$ cat config.mk
export PLATFORM = sky130hd
export DESIGN_NAME = morse_timer_sched
export DESIGN_NICKNAME = d
export VERILOG_FILES = /design/src/rtl/morse_timer_sched.sv
export SDC_FILE = /design/constraint.sdc
export NUM_CORES = 1
export LEC_CHECK = 0
export CAP_MARGIN = 10
export CORE_MARGIN = 2
export CORE_UTILIZATION = 43
export CTS_BUF_LIST = sky130_fd_sc_hd__clkbuf_16
export CTS_CLUSTER_DIAMETER = 30
export DETAILED_ROUTE_END_ITERATION = 8
export MAX_ROUTING_LAYER = met4
export PLACE_DENSITY_LB_ADDON = 0.25
export SYNTH_ARGS = -nofsm -noshare
export SYNTH_HDL_FRONTEND = slang
export SYNTH_SLANG_ARGS = --single-unit
$ cat constraint.sdc
create_clock -name clk -period 2.09 [get_ports clk]
set_clock_uncertainty 0.05 [all_clocks]
set_input_delay 0.5225 -clock clk [delete_from_list [all_inputs] [get_ports clk]]
set_output_delay 0.5225 -clock clk [all_outputs]
set_load 0.1 [all_outputs]
$ cat src/rtl/morse_timer_sched.sv
// Shared 100 ms countdown for the Morse game: round-robin grant between playback (0)
// and input window (1), counts ticks, pulses done to the owner. Option: MORSE_TIMER_PAUSE_EN.
module morse_timer_sched #(
    parameter int CNT_W = 6
) (
    input  logic             clk,
    input  logic             rst,
    input  logic             HundredmsTimeOut,
    input  logic [1:0]       req,
    input  logic [CNT_W-1:0] dur0,
    input  logic [CNT_W-1:0] dur1,
    input  logic [1:0]       cancel,
`ifdef MORSE_TIMER_PAUSE_EN
    input  logic             pause,
`endif
    output logic [1:0]       gnt,
    output logic [1:0]       done,
    output logic             busy,
    output logic             owner,
    output logic [CNT_W-1:0] remaining
);

    typedef enum logic [1:0] {IDLE, RUN, DONE} state_t;

    state_t           state, state_nx;
    logic             rr, rr_nx, pick, owner_nx, busy_nx;
    logic             tick_ok, cancel_hit, last_tick;
    logic [1:0]       gnt_nx, done_nx;
    logic [CNT_W-1:0] rem_nx, dsel;

    // gnt is high only on the grant cycle, so it masks the tick that arrives with it
`ifdef MORSE_TIMER_PAUSE_EN
    assign tick_ok = HundredmsTimeOut && !(|gnt) && !pause;
`else
    assign tick_ok = HundredmsTimeOut && !(|gnt);
`endif

    assign pick       = (req == 2'b11) ? rr : req[1];
    assign dsel       = pick ? dur1 : dur0;
    assign cancel_hit = cancel[owner];
    assign last_tick  = tick_ok && (remaining == CNT_W'(1));

    always_ff @(posedge clk or negedge rst) begin
        if (!rst) begin
            state     <= IDLE;
            rr        <= 1'b0;
            gnt       <= '0;
            done      <= '0;
            busy      <= 1'b0;
            owner     <= 1'b0;
            remaining <= '0;
        end else begin
            state     <= state_nx;
            rr        <= rr_nx;
            gnt       <= gnt_nx;
            done      <= done_nx;
            busy      <= busy_nx;
            owner     <= owner_nx;
            remaining <= rem_nx;
        end
    end

    always_comb begin
        state_nx = state;
        case (state)
            IDLE:    if (|req) state_nx = RUN;
            RUN:     if (cancel_hit) state_nx = IDLE;
                     else if (last_tick) state_nx = DONE;
            DONE:    state_nx = IDLE;
            default: state_nx = IDLE;
        endcase
    end

    always_comb begin
        rr_nx    = rr;
        gnt_nx   = '0;
        done_nx  = '0;
        owner_nx = owner;
        rem_nx   = '0;
        busy_nx  = (state_nx != IDLE);
        case (state)
            IDLE: if (|req) begin
                gnt_nx   = pick ? 2'b10 : 2'b01;
                owner_nx = pick;
                rr_nx    = ~pick;
                rem_nx   = (dsel == '0) ? CNT_W'(1) : dsel;
            end
            RUN: begin
                rem_nx = remaining;
                if (cancel_hit)
                    rem_nx = '0;
                else if (tick_ok && remaining != '0) begin
                    rem_nx = remaining - CNT_W'(1);
                    if (last_tick) done_nx = owner ? 2'b10 : 2'b01;
                end
            end
            default: rem_nx = '0;
        endcase
    end

endmodule

==> results list, run 1 <==
- The flow ran to the end, and the final reports show no timing, DRC or antenna violations.
* Proportion of synthesized flip-flops having asynchronous set or reset: 100%
* Detailed-route DRC error count: 0
- Setup slack on the critical path of the routed design comes to 0.119 ns.
- Layout cells sized above 1: 30.8%
* WHS: 0.496 ns
* Post-Route Utilization: 79.3%
- In this run the core area contains 15 standard-cell rows.
* Global route total overflow: 0
* Setup repair after global routing missed its margin: no
* Total wire length after detailed routing: 2340 um
* Area enclosed by the die boundary: 0.00230 sq mm
- Worst IR drop on VDD: 1.02 mV
- Overall die height: 48.0 um
* Static leakage: 0.000633 uW
- Prior to clock tree synthesis, the placed netlist has a worst setup slack of -0.0785 ns.
- Number of cells in the finished layout apart from fillers: 155
* Number of flops mapped to enable cells by yosys: 0
- Critical Path RT: 2.16 ns
- Number of unique standard cell types used by synthesis: 29
- Average size of a mapped cell: 9.77 sq um
* Tot GR Track Use: 25.2%
- Total clock sinks: 15
- Register bit count reported by yosys: 15
- For this run, the register share of the synthesized area comes to 45.2%.
* Total power divided by cell area: 1740 mW/mm^2
* Number of DRC violations after detailed-routing iteration 0: 8
* Warning count from the yosys run: 0
* Max_slew headroom: 73.2%
- Final max-slew violation count: 0
- The repair_antennas step left the layout with diodes totalling 0.
- Placed instance count: 151
- Vias in the first global route: 887
* Quantity of hold-fixing buffers added after cts: 0
* Final count of hold timing violations: 0
- Category of the worst setup path launch point: flip-flop
- Core area: 0.00176 sq mm
- For this design the top-level I/O count stands at 31.
- Timing would allow up to 0.507 GHz.
- Wire per inst: 15.1 um
- Fill count: 124
- Reported max-cap violation count: 0
- Routability-driven placement congestion ratio: 0.800
- Counting I/O delays and the setup requirement, the final critical path takes 1.97 ns.
- Cell type with the largest total area after synthesis: sky130_fd_sc_hd__dfrtp_1
- Slew at the pin with the worst max-slew slack: 0.399 ns
- Once detailed placement completed, the half-perimeter wirelength came to 1700 um.
- In the synthesized netlist the dominant register cell turns out to be sky130_fd_sc_hd__dfrtp_1.
- Final cycle utilization of the critical path: 94.3%
- Insertion delay of the later-clocked pin in the worst-skew pair: 0.25 ns
- Clock root buffer: sky130_fd_sc_hd__clkbuf_16
- The net count of the finished layout is 152.
- Clock tree from TritonCTS: yes
* Total number of H-tree levels: 1
* Area contributors post-synth: sky130_fd_sc_hd__dfrtp_1 (45%), sky130_fd_sc_hd__mux2i_1 (7.2%), sky130_fd_sc_hd__o21ai_1 (3.6%), sky130_fd_sc_hd__nor2_1 (3.6%), sky130_fd_sc_hd__a21oi_1 (3.0%)
- In this run the horizontal extent of the chip is 48.0 um.
* Final number of setup-violating endpoints: 0
* Postcts setup bufs: 0
- The count of buffers added on input and output ports is 30.
* Maximum buffer depth of the clock tree: 2
- For this block, the via count after detailed routing is 867.
- The pre-antenna-repair detailed-routing pass consisted of 4 iterations.
- Once detail routing completed, the nets flagged for antenna violations numbered 0.
* CTS buffer count: 3
- Top fanout value on the critical path: 4
- Worst Hold Class: flip-flop to flip-flop
- Adding up every negative setup slack in the final design gives 0 ns.
- In the routed layout, each cell is associated on average with a via count of 5.59.
- Summed over its instances, the top area cell type makes up 45.2% of the synthesized netlist area.
- Classification of the worst setup path: flip-flop to flip-flop
- Maximum number of pins on one net before global-route repair: 16
- Compared with the post-synthesis result, the final layout area differs by 68.4%.
- Global-route wire length before repair: 3770 um
- Crit path arrival time: 2.05 ns
- Number of cells produced by synthesis: 85
* Register clock-pin slew on the reported worst setup and hold paths: 0.05 ns
- The number of antenna violations at the first check in global routing is 0.
- After clock tree synthesis, the repair step resized 0 gates.
- Initial core utilization: 47.1%
* CP endpoint kind: flip-flop
- The number of nets handed over by synthesis was 106.
- Mapped cell area: 831 sq um
-- final timing paths --
| path | slack [ns] | cells after the start | startpoint | endpoint |
|---|---|---|---|---|
| min | 0.50 | 2 | rr | rr |
| max reg2reg | 0.12 | 6 | remaining[1] | remaining[3] |
| max in group asynchronous | 1.24 | 2 | rst | remaining[0] |
| min reg2reg | 0.50 | 2 | rr | rr |
| max | 0.12 | 6 | remaining[1] | remaining[3] |
| min in group asynchronous | 0.54 | 2 | rst | owner |
-- per-stage QoR --
| stage | total power (uW) | cell area, sq um |
|---|---|---|
| 6_report | 2430 | 1400 |
| 5_1_grt | 2550 | 1400 |
| 4_1_cts | 2430 | 1400 |
| 3_5_place_dp | 2040 | 1320 |
| 3_3_place_gp | 2000 | 1320 |
| 2_1_floorplan | 1480 | 845 |
-- worst max-delay path, cell delays in order (launching register included) --
cell	delay [ns]
sky130_fd_sc_hd__dfrtp_4	0.48
sky130_fd_sc_hd__inv_2	0.07
sky130_fd_sc_hd__ha_2	0.18
sky130_fd_sc_hd__or4b_4	0.48
sky130_fd_sc_hd__o21a_1	0.23
sky130_fd_sc_hd__o31ai_1	0.29
sky130_fd_sc_hd__nor3_2	0.08
-- cell families after synthesis --
family / after synthesis / share of synthesized area (%)
xor gates and xnor gates: 1 / 1.05
and+or+nand+nor: 32 / 22.9
muxes: 7 / 8.58
DFF: 15 / 45.2
buffers and inverters: 5 / 2.26
AOI/OAI and AO/OA: 23 / 17.0
adders and majority gates: 2 / 3.01
-- layout by cell type (no fill, tap or decap), types with 3 or more instances in the layout --
cell / netlist / final
sky130_fd_sc_hd__a21oi_1: 5 / 5
sky130_fd_sc_hd__buf_12: 0 / 7
sky130_fd_sc_hd__buf_4: 0 / 17
sky130_fd_sc_hd__clkbuf_16: 0 / 3
sky130_fd_sc_hd__clkdlybuf4s50_1: 0 / 18
sky130_fd_sc_hd__dfrtp_1: 15 / 10
sky130_fd_sc_hd__dfrtp_2: 0 / 3
sky130_fd_sc_hd__inv_2: 2 / 3
sky130_fd_sc_hd__mux2i_1: 6 / 6
sky130_fd_sc_hd__nand2_1: 5 / 5
sky130_fd_sc_hd__nor2_1: 8 / 8
sky130_fd_sc_hd__nor3_1: 5 / 5
sky130_fd_sc_hd__nor3b_1: 3 / 3
sky130_fd_sc_hd__o21ai_1: 6 / 6
sky130_fd_sc_hd__o22ai_1: 4 / 4
-- synthesized netlist by cell type (all sizes together), types with 4 or more instances --
master / count
dfrtp: 15
nor3: 6
nand2: 5
a21oi: 5
inv: 4
nor3b: 4
mux2i: 6
nor2: 8
o22ai: 4
o21ai: 7
-- per-layer routing --
layer  vias up  wire, um  global-route usage, %
li1        406         -                      -
met1       420       915                   26.2
met2        34      1260                   42.9
met3         7        91                   5.28
met4         0        68                   15.7
met5         -         0                      -
-- layout make-up --
class / count / area [sq um] / area share (%)
well taps: 25 / 31.3 / 2.24
inverters: 4 / 15.0 / 1.07
clock buffers: 3 / 75.1 / 5.37
clock inverters: 1 / 3.75 / 0.268
repair buffers: 42 / 448 / 32.0
multi-input cells: 65 / 439 / 31.4
flip-flops and latches: 15 / 387 / 27.6
-- power by group --
part	switching [uW]	leakage (uW)	internal (uW)
registers	134	0.000185	405
clock network	115	0.0000423	253
logic	960	0.000406	565
total	1210	0.000633	1220
-- sequential cells by signal, summed over array words and instances (netlist names) --
register and count:
busy 1, remaining 6, rr 1, state 2, done 2, owner 1
gnt 2
Note: power is estimated with default switching activity, not from simulation.
==> run 2, diff against run 1 <==
--- a/config.mk
+++ b/config.mk
@@ -5,9 +5,8 @@
 export SDC_FILE = /design/constraint.sdc
 export NUM_CORES = 1
 export LEC_CHECK = 0
-export CAP_MARGIN = 10
 export CORE_MARGIN = 2
-export CORE_UTILIZATION = 43
+export CORE_UTILIZATION = 38
 export CTS_BUF_LIST = sky130_fd_sc_hd__clkbuf_16
 export CTS_CLUSTER_DIAMETER = 30
 export DETAILED_ROUTE_END_ITERATION = 8
==> constraint.sdc (replaced) <==
create_clock -name clk -period 1.8 [get_ports clk]
set_clock_uncertainty 0.05 [all_clocks]
set_input_delay 0.45 -clock clk [delete_from_list [all_inputs] [get_ports clk]]
set_output_delay 0.45 -clock clk [all_outputs]
set_load 0.1 [all_outputs]
==> results list, run 2 (synthesis results as in run 1) <==
- The post-detailed-route count of antenna-violating nets came to 0 (unchanged).
* I/O Buffers: 30 (unchanged)
* Final max-slew violation count: 0 (unchanged)
* Category of the worst setup path launch point: flip-flop
- The clock-pin slew on the worst setup and hold paths came to 0.05 ns (about the same).
- Static leakage: 0.000719 uW (+13%)
- Total clock sinks: 15 (unchanged)
- The combinational group share of total power is 67.2% (+4.5 points).
* Slew at the pin with the worst max-slew slack: 0.361 ns (-0.0386 ns)
- The final net count was 162 (+6.6%).
* Layout cells sized above 1: 44.3% (+14 points)
* Classification of the worst setup path: flip-flop to flip-flop
* Final number of setup-violating endpoints: 5 (+5)
* DPL Wire Length: 1890 um (+11%)
- Cell depth of the worst flop-to-flop path: 7 (+1)
- The final critical delay including setup and external delays came to 1.88 ns (-0.0892 ns).
- Maximum number of pins on one net before global-route repair: 16 (unchanged)
- Wire per inst: 16.8 um (+11%)
- Kind of cell adding the most delay to the critical path: simple AND/OR/NAND/NOR gates
- Net load switching power: 1530 uW (+27%)
* Die Width: 50.8 um (+5.8%)
- Status: complete, but fails checks
- Register-to-Register Setup Slack: -0.08 ns (-0.20 ns)
* Total power divided by cell area: 1970 mW/mm^2 (+13%)
- Worst IR drop on VDD: 1.41 mV (+39%)
- Fraction of power spent switching nets: 48.3% (-1.4 points)
- The cell sitting at the root of the clock tree is a sky130_fd_sc_hd__clkbuf_16.
- Antenna violations before repair: 0 (unchanged)
- The routed wire length is 2800 um (+20%).
- The peak fanout along the critical path came to 4 (unchanged).
- The die height came to 50.8 um (+5.8%).
* Core area: 0.00200 sq mm (+13%)
* Total number of H-tree levels: 1 (unchanged)
* Maximum cell stage delay along the critical path: 0.49 ns (about the same)
- The number of vias in the routed layout came to 915 (+5.5%).
- The hold buffer count at cts is 0 (unchanged).
- Summed negative setup slack over all endpoints: -0.206 ns (-0.206 ns)
- The number of inserted filler cells in the final layout was 118 (-4.8%).
* Reported max-cap violation count: 0 (unchanged)
- Routability-driven placement congestion ratio: 0.817 (+2.1%)
- The number of standard-cell rows in the floorplan is 16 (+1).
- Vias in the first global route: 962 (+8.5%)
- The total iterations of the first detailed-routing run came to 4 (unchanged).
- Clock share of power: 13.3% (-1.8 points)
- Peak clock frequency supported by timing: 0.531 GHz (+4.7%)
- Inserted Diodes: 0 (unchanged)
- Violations in the final reports: negative setup slack
- Insertion delay of the later-clocked pin in the worst-skew pair: 0.24 ns (about the same)
* Area enclosed by the die boundary: 0.00258 sq mm (+12%)
* Synthesis-to-layout area growth: 93.8%
- I/O pins: 31 (unchanged)
- Largest reg by FF count: remaining
- The DRC violations left came to 0 (unchanged).
- The initial core utilization was 41.5% (-5.6 points).
- CTS buffer count: 3 (unchanged)
- Setup repair after global routing missed its margin: yes
* End of the worst register-to-register path: remaining[2]
- Clock tree from TritonCTS: yes
- Leaving out fill and tap cells, the most frequent cell in the layout is sky130_fd_sc_hd__buf_4.
- The maximum clock insertion buffer count is 2 (unchanged).
* Max_slew headroom: 76.0% (+2.8 points)
* Number of flip-flops in the largest register: 6 (unchanged)
* Beginning of the worst register-to-register path: remaining[1]
- Number of DRC violations after detailed-routing iteration 0: 29 (+21)
* Final cycle utilization of the critical path: 105% (+10 points)
* Critical Path RT: 1.87 ns (-0.29 ns)
* Crit path arrival time: 1.95 ns (-0.10 ns)
- Placed instance count: 157 (+4.0%)
- Global-route wire length before repair: 4480 um (+19%)
- Cells traversed along the worst timing path: inv_4 > ha_4 > or4b_4 > o21a_4 > nand2_2 > xor2_1 > o22ai_1
* Commonest non-fill, non-tap cells in the layout: sky130_fd_sc_hd__buf_4 (21), sky130_fd_sc_hd__clkdlybuf4s50_1 (17), sky130_fd_sc_hd__buf_12 (12)
- Final count of hold timing violations: 0 (unchanged)
- Tot GR Track Use: 24.8% (-0.48 points)
* Internal: 1640 uW (+34%)
- The least setup slack across all paths after layout is -0.0820 ns (-0.201 ns).
- The total overflow reported by the global router came to 0 (unchanged).
* Seq pwr share: 19.6% (-2.6 points)
* Number of cells in the finished layout apart from fillers: 167 (+7.7%)
* CP endpoint kind: flip-flop
- The setup slack after placement was -0.308 ns (-0.230 ns).
* CP startpoint: remaining[1]
- Worst Hold Class: input pin to async pin
* Number of vias per cell after detailed routing: 5.48 (-2.0%)
- Cell type of the slowest stage on the worst timing path: sky130_fd_sc_hd__dfrtp_4
* Combined buffer and inverter count along the critical path: 1 (unchanged)
## run 2: worst max-delay path by stage
stage                    to  cells after the start  slack, ns
2_1_floorplan  remaining[2]                      7      -0.23
3_3_place_gp        done[1]                      6      -0.22
3_5_place_dp        done[1]                      6      -0.31
4_1_cts        remaining[2]                      7      -0.09
5_1_grt        remaining[2]                      7      -0.14
6_report       remaining[2]                      7      -0.08
## run 2: timing repair
action,in CTS,in global routing
pin swaps,3,4
setup endpoints to repair,8,7
gates resized for setup,7,5
setup buffers,5,1
## run 2: cell type report
cell class,count,area (sq um),share of cell area [%]
clock inverters,1,3.75,0.233
repair buffers,52,592,36.8
clock buffers,3,75.1,4.66
multi-input cells,65,498,30.9
well taps,27,33.8,2.10
inverters,4,17.5,1.09
flip-flops and latches,15,390,24.2
## run 2: power by group through the flow
stage	logic [uW]	clock network [uW]	registers, uW
final	2130	422	621
after floorplan	481	0	1260
after detailed placement	1920	0	602
after global placement	1890	0	589
after CTS	2080	422	608
after global routing	2230	450	636
## run 2: per-stage QoR
stage	hold slack [ns]	utilization [%]	cell area, sq um	total power, uW
after floorplan	0.104	-	861	1750
after CTS	0.486	79.0	1580	3120
final	0.479	80.4	1610	3180
after global placement	0.463	71.5	1430	2480
after global routing	0.496	80.4	1610	3320
after detailed placement	0.490	71.5	1430	2520
## run 2: per-layer routing
layer	track usage (%)	vias up	part of all wire (%)
met2	44.5	49	53
met1	26.3	433	38
met4	12.6	0	3.3
met5	-	-	0
li1	-	423	-
met3	3.57	10	5.5
==> run 3, diff against run 2 <==
==> constraint.sdc (replaced) <==
create_clock -name clk -period 1.8 [get_ports clk]
set_clock_uncertainty 0.05 [all_clocks]
set_input_delay 0.54 -clock clk [delete_from_list [all_inputs] [get_ports clk]]
set_output_delay 0.54 -clock clk [all_outputs]
set_load 0.1 [all_outputs]
==> results list, run 3 (synthesis results as in run 1) <==
- The least setup slack across all paths after layout is -0.153 ns (-0.0707 ns).
- CTS buffer count: 3 (unchanged)
- The static leakage was 0.000732 uW (+1.9%).
- In the layout the commonest cells are sky130_fd_sc_hd__buf_4 (22), sky130_fd_sc_hd__clkdlybuf4s50_1 (17), sky130_fd_sc_hd__buf_12 (12).
- The placed instance area came to 0.00147 sq mm (+2.6%).
- Antenna-violating nets left: 0 (unchanged)
* Fill count: 117 (-0.85%)
- Final max-slew violation count: 0 (unchanged)
* Antenna violations before repair: 0 (unchanged)
- Number of DRC violations after detailed-routing iteration 0: 24 (-17%)
- Maximum buffer depth of the clock tree: 2 (unchanged)
- The net switching power was 1590 uW (+3.6%).
* Slew at the pin with the worst max-slew slack: 0.356 ns (-0.00496 ns)
- The first-pass GRT wire length came to 4800 um (+7.1%).
- Number of rows in the core area: 16 (unchanged)
- Classification of the worst setup path: flip-flop to flip-flop
- The part of the total power dissipated in the clock network was 13.3% (about the same).
- The worst setup path is launched from a flip-flop.
- The die width is 50.8 um (unchanged).
- The finished layout cell area is 0.00165 sq mm (+2.6%).
* Wire per inst: 17.3 um (+3.0%)
- Maximum number of pins on one net before global-route repair: 16 (unchanged)
* Largest reg by FF count: remaining
- Routing usage on met1: 28.2% (+1.9 points)
- In this run the clock root is driven by a sky130_fd_sc_hd__clkbuf_16.
- Global route total overflow: 0 (unchanged)
- Max_slew headroom: 76.3% (+0.33 points)
* Internal: 1700 uW (+3.3%)
- I/O Buffers: 30 (unchanged)
* Final-stage net count: 164 (+1.2%)
- Most Used Layer, Global Route: met2
* Crit path arrival time: 2.04 ns (+0.09 ns)
- The ratio of cells with drive above 1 in the final layout was 45.8% (+1.5 points).
* Status: complete, but fails checks
* Inserted Diodes: 0 (unchanged)
- Minimum period implied by the final worst setup slack: 1.95 ns (+0.0707 ns)
* Peak clock frequency supported by timing: 0.512 GHz (-3.6%)
* DPL Wire Length: 1990 um (+5.6%)
- Total number of H-tree levels: 1 (unchanged)
- Post-Route Utilization: 82.6% (+2.1 points)
* GR Layer Usage met2: 47.4% (+2.9 points)
* Number of vias per cell after detailed routing: 5.54 (+1.1%)
* Area enclosed by the die boundary: 0.00258 sq mm (unchanged)
* Initial core utilization: 41.5% (unchanged)
* Relative contribution of combinational cells to total power: 68.1% (+0.9 points)
- The switching share of total power came to 48.4% (+0.077 points).
- The flip-flop count of the largest register, all copies and words added came to 6 (unchanged).
* Grt met3 use: 5.36% (+1.8 points)
- Final count of hold timing violations: 0 (unchanged)
* Final number of setup-violating endpoints: 5 (unchanged)
- Core area: 0.00200 sq mm (unchanged)
* WHS: 0.491 ns (+0.0116 ns)
* Total power divided by cell area: 1990 mW/mm^2 (+0.77%)
- The checks that failed: negative setup slack.
* Seq pwr share: 18.6% (-1.0 points)
* Synthesis-to-layout area growth: 98.9%
- TritonCTS built the clock tree.
- The DRC violations left came to 0 (unchanged).
- The worst setup path is captured at a flip-flop.
- Worst IR drop on VDD: 1.48 mV (+5.5%)
- Overall die height: 50.8 um (unchanged)
* Vias in the first global route: 1026 (+6.7%)
* Routability-driven placement congestion ratio: 0.814 (-0.45%)
- The library cell used most frequently in the layout, excluding fill and tap cells, is sky130_fd_sc_hd__buf_4.
* Worst Hold Class: flip-flop to flip-flop
- The total iterations of the first detailed-routing run came to 4 (unchanged).
- The data required time of the critical path is 1.88 ns (about the same).
- Setup repair after global routing missed its margin: yes
- The I/O pin count is 31 (unchanged).
- The hold buffer count at cts was 0 (unchanged).
- Final cycle utilization of the critical path: 108% (+3.9 points)
- The source-to-sink clock delay at the later pin of the worst-skew pair was 0.25 ns (about the same).
- The global-route usage over all layers came to 26.9% (+2.2 points).
* Register clock-pin slew on the reported worst setup and hold paths: 0.05 ns (about the same)
* Total clock sinks: 15 (unchanged)
- The peak fanout along the critical path is 4 (unchanged).
- Reported max-cap violation count: 0 (unchanged)
* Total wire length after detailed routing: 2920 um (+4.2%)
- Total vias in the final route: 936 (+2.3%)
==> run 3: metal layers <==
layer	vias to the layer above	share of wire, %
met5	-	0
met4	0	2.5
met3	7	6.0
met2	46	53
met1	458	39
li1	425	-
==> run 3: area by class of cell <==
cell class / count / area [sq um] / area share (%)
Clock buffer: 3 / 75.1 / 4.54
Clock inverter: 1 / 3.75 / 0.227
Inverter: 4 / 17.5 / 1.06
Multi-Input combinational cell: 65 / 526 / 31.8
Sequential cell: 15 / 390 / 23.6
Tap cell: 27 / 33.8 / 2.04
Timing Repair Buffer: 54 / 607 / 36.7
==> run 3: stage by stage <==
stage,TNS (ns),setup WS (ns),instances,power (uW)
global route,-0.762,-0.188,169,3420
floorplan,-0.888,-0.227,85,1750
global placement,-2.62,-0.312,162,2540
finish,-0.533,-0.153,169,3290
detailed placement,-3.34,-0.383,162,2590
CTS,-0.450,-0.109,168,3190
==> run 3: repair_timing <==
| item | in CTS | in global routing |
|---|---|---|
| pin swaps | 3 | 4 |
| resized for setup | 13 | 4 |
| buffers inserted | 2 | 1 |
| endpoints found under the setup margin | 10 | 5 |
==> run 3: path summary, 6_finish.rpt <==
path | from | to | slack [ns] | depth (start not counted)
setup / recovery | remaining[1] | remaining[3] | -0.15 | 7
setup reg to reg | remaining[1] | remaining[3] | -0.15 | 7
hold / removal | rr | rr | 0.49 | 2
hold reg to reg | rr | rr | 0.49 | 2
min in group asynchronous | rst | busy | 0.56 | 2
max in group asynchronous | rst | remaining[1] | 0.94 | 2
==> run 3: critical path, stage by stage, from the launching register on <==
cell and delay (ns):
sky130_fd_sc_hd__dfrtp_4 0.48, sky130_fd_sc_hd__inv_4 0.07, sky130_fd_sc_hd__ha_4 0.13, sky130_fd_sc_hd__or4b_4 0.47, sky130_fd_sc_hd__o21a_4 0.26, sky130_fd_sc_hd__buf_6 0.12
sky130_fd_sc_hd__o31ai_4 0.18, sky130_fd_sc_hd__nor3_2 0.07
==> run 3: power groups by stage <==
stage,registers [uW],clock network [uW],logic (uW)
6_report,611,437,2240
5_1_grt,630,459,2330
4_1_cts,611,436,2140
3_5_place_dp,599,0,1990
3_3_place_gp,589,0,1950
2_1_floorplan,1260,0,481
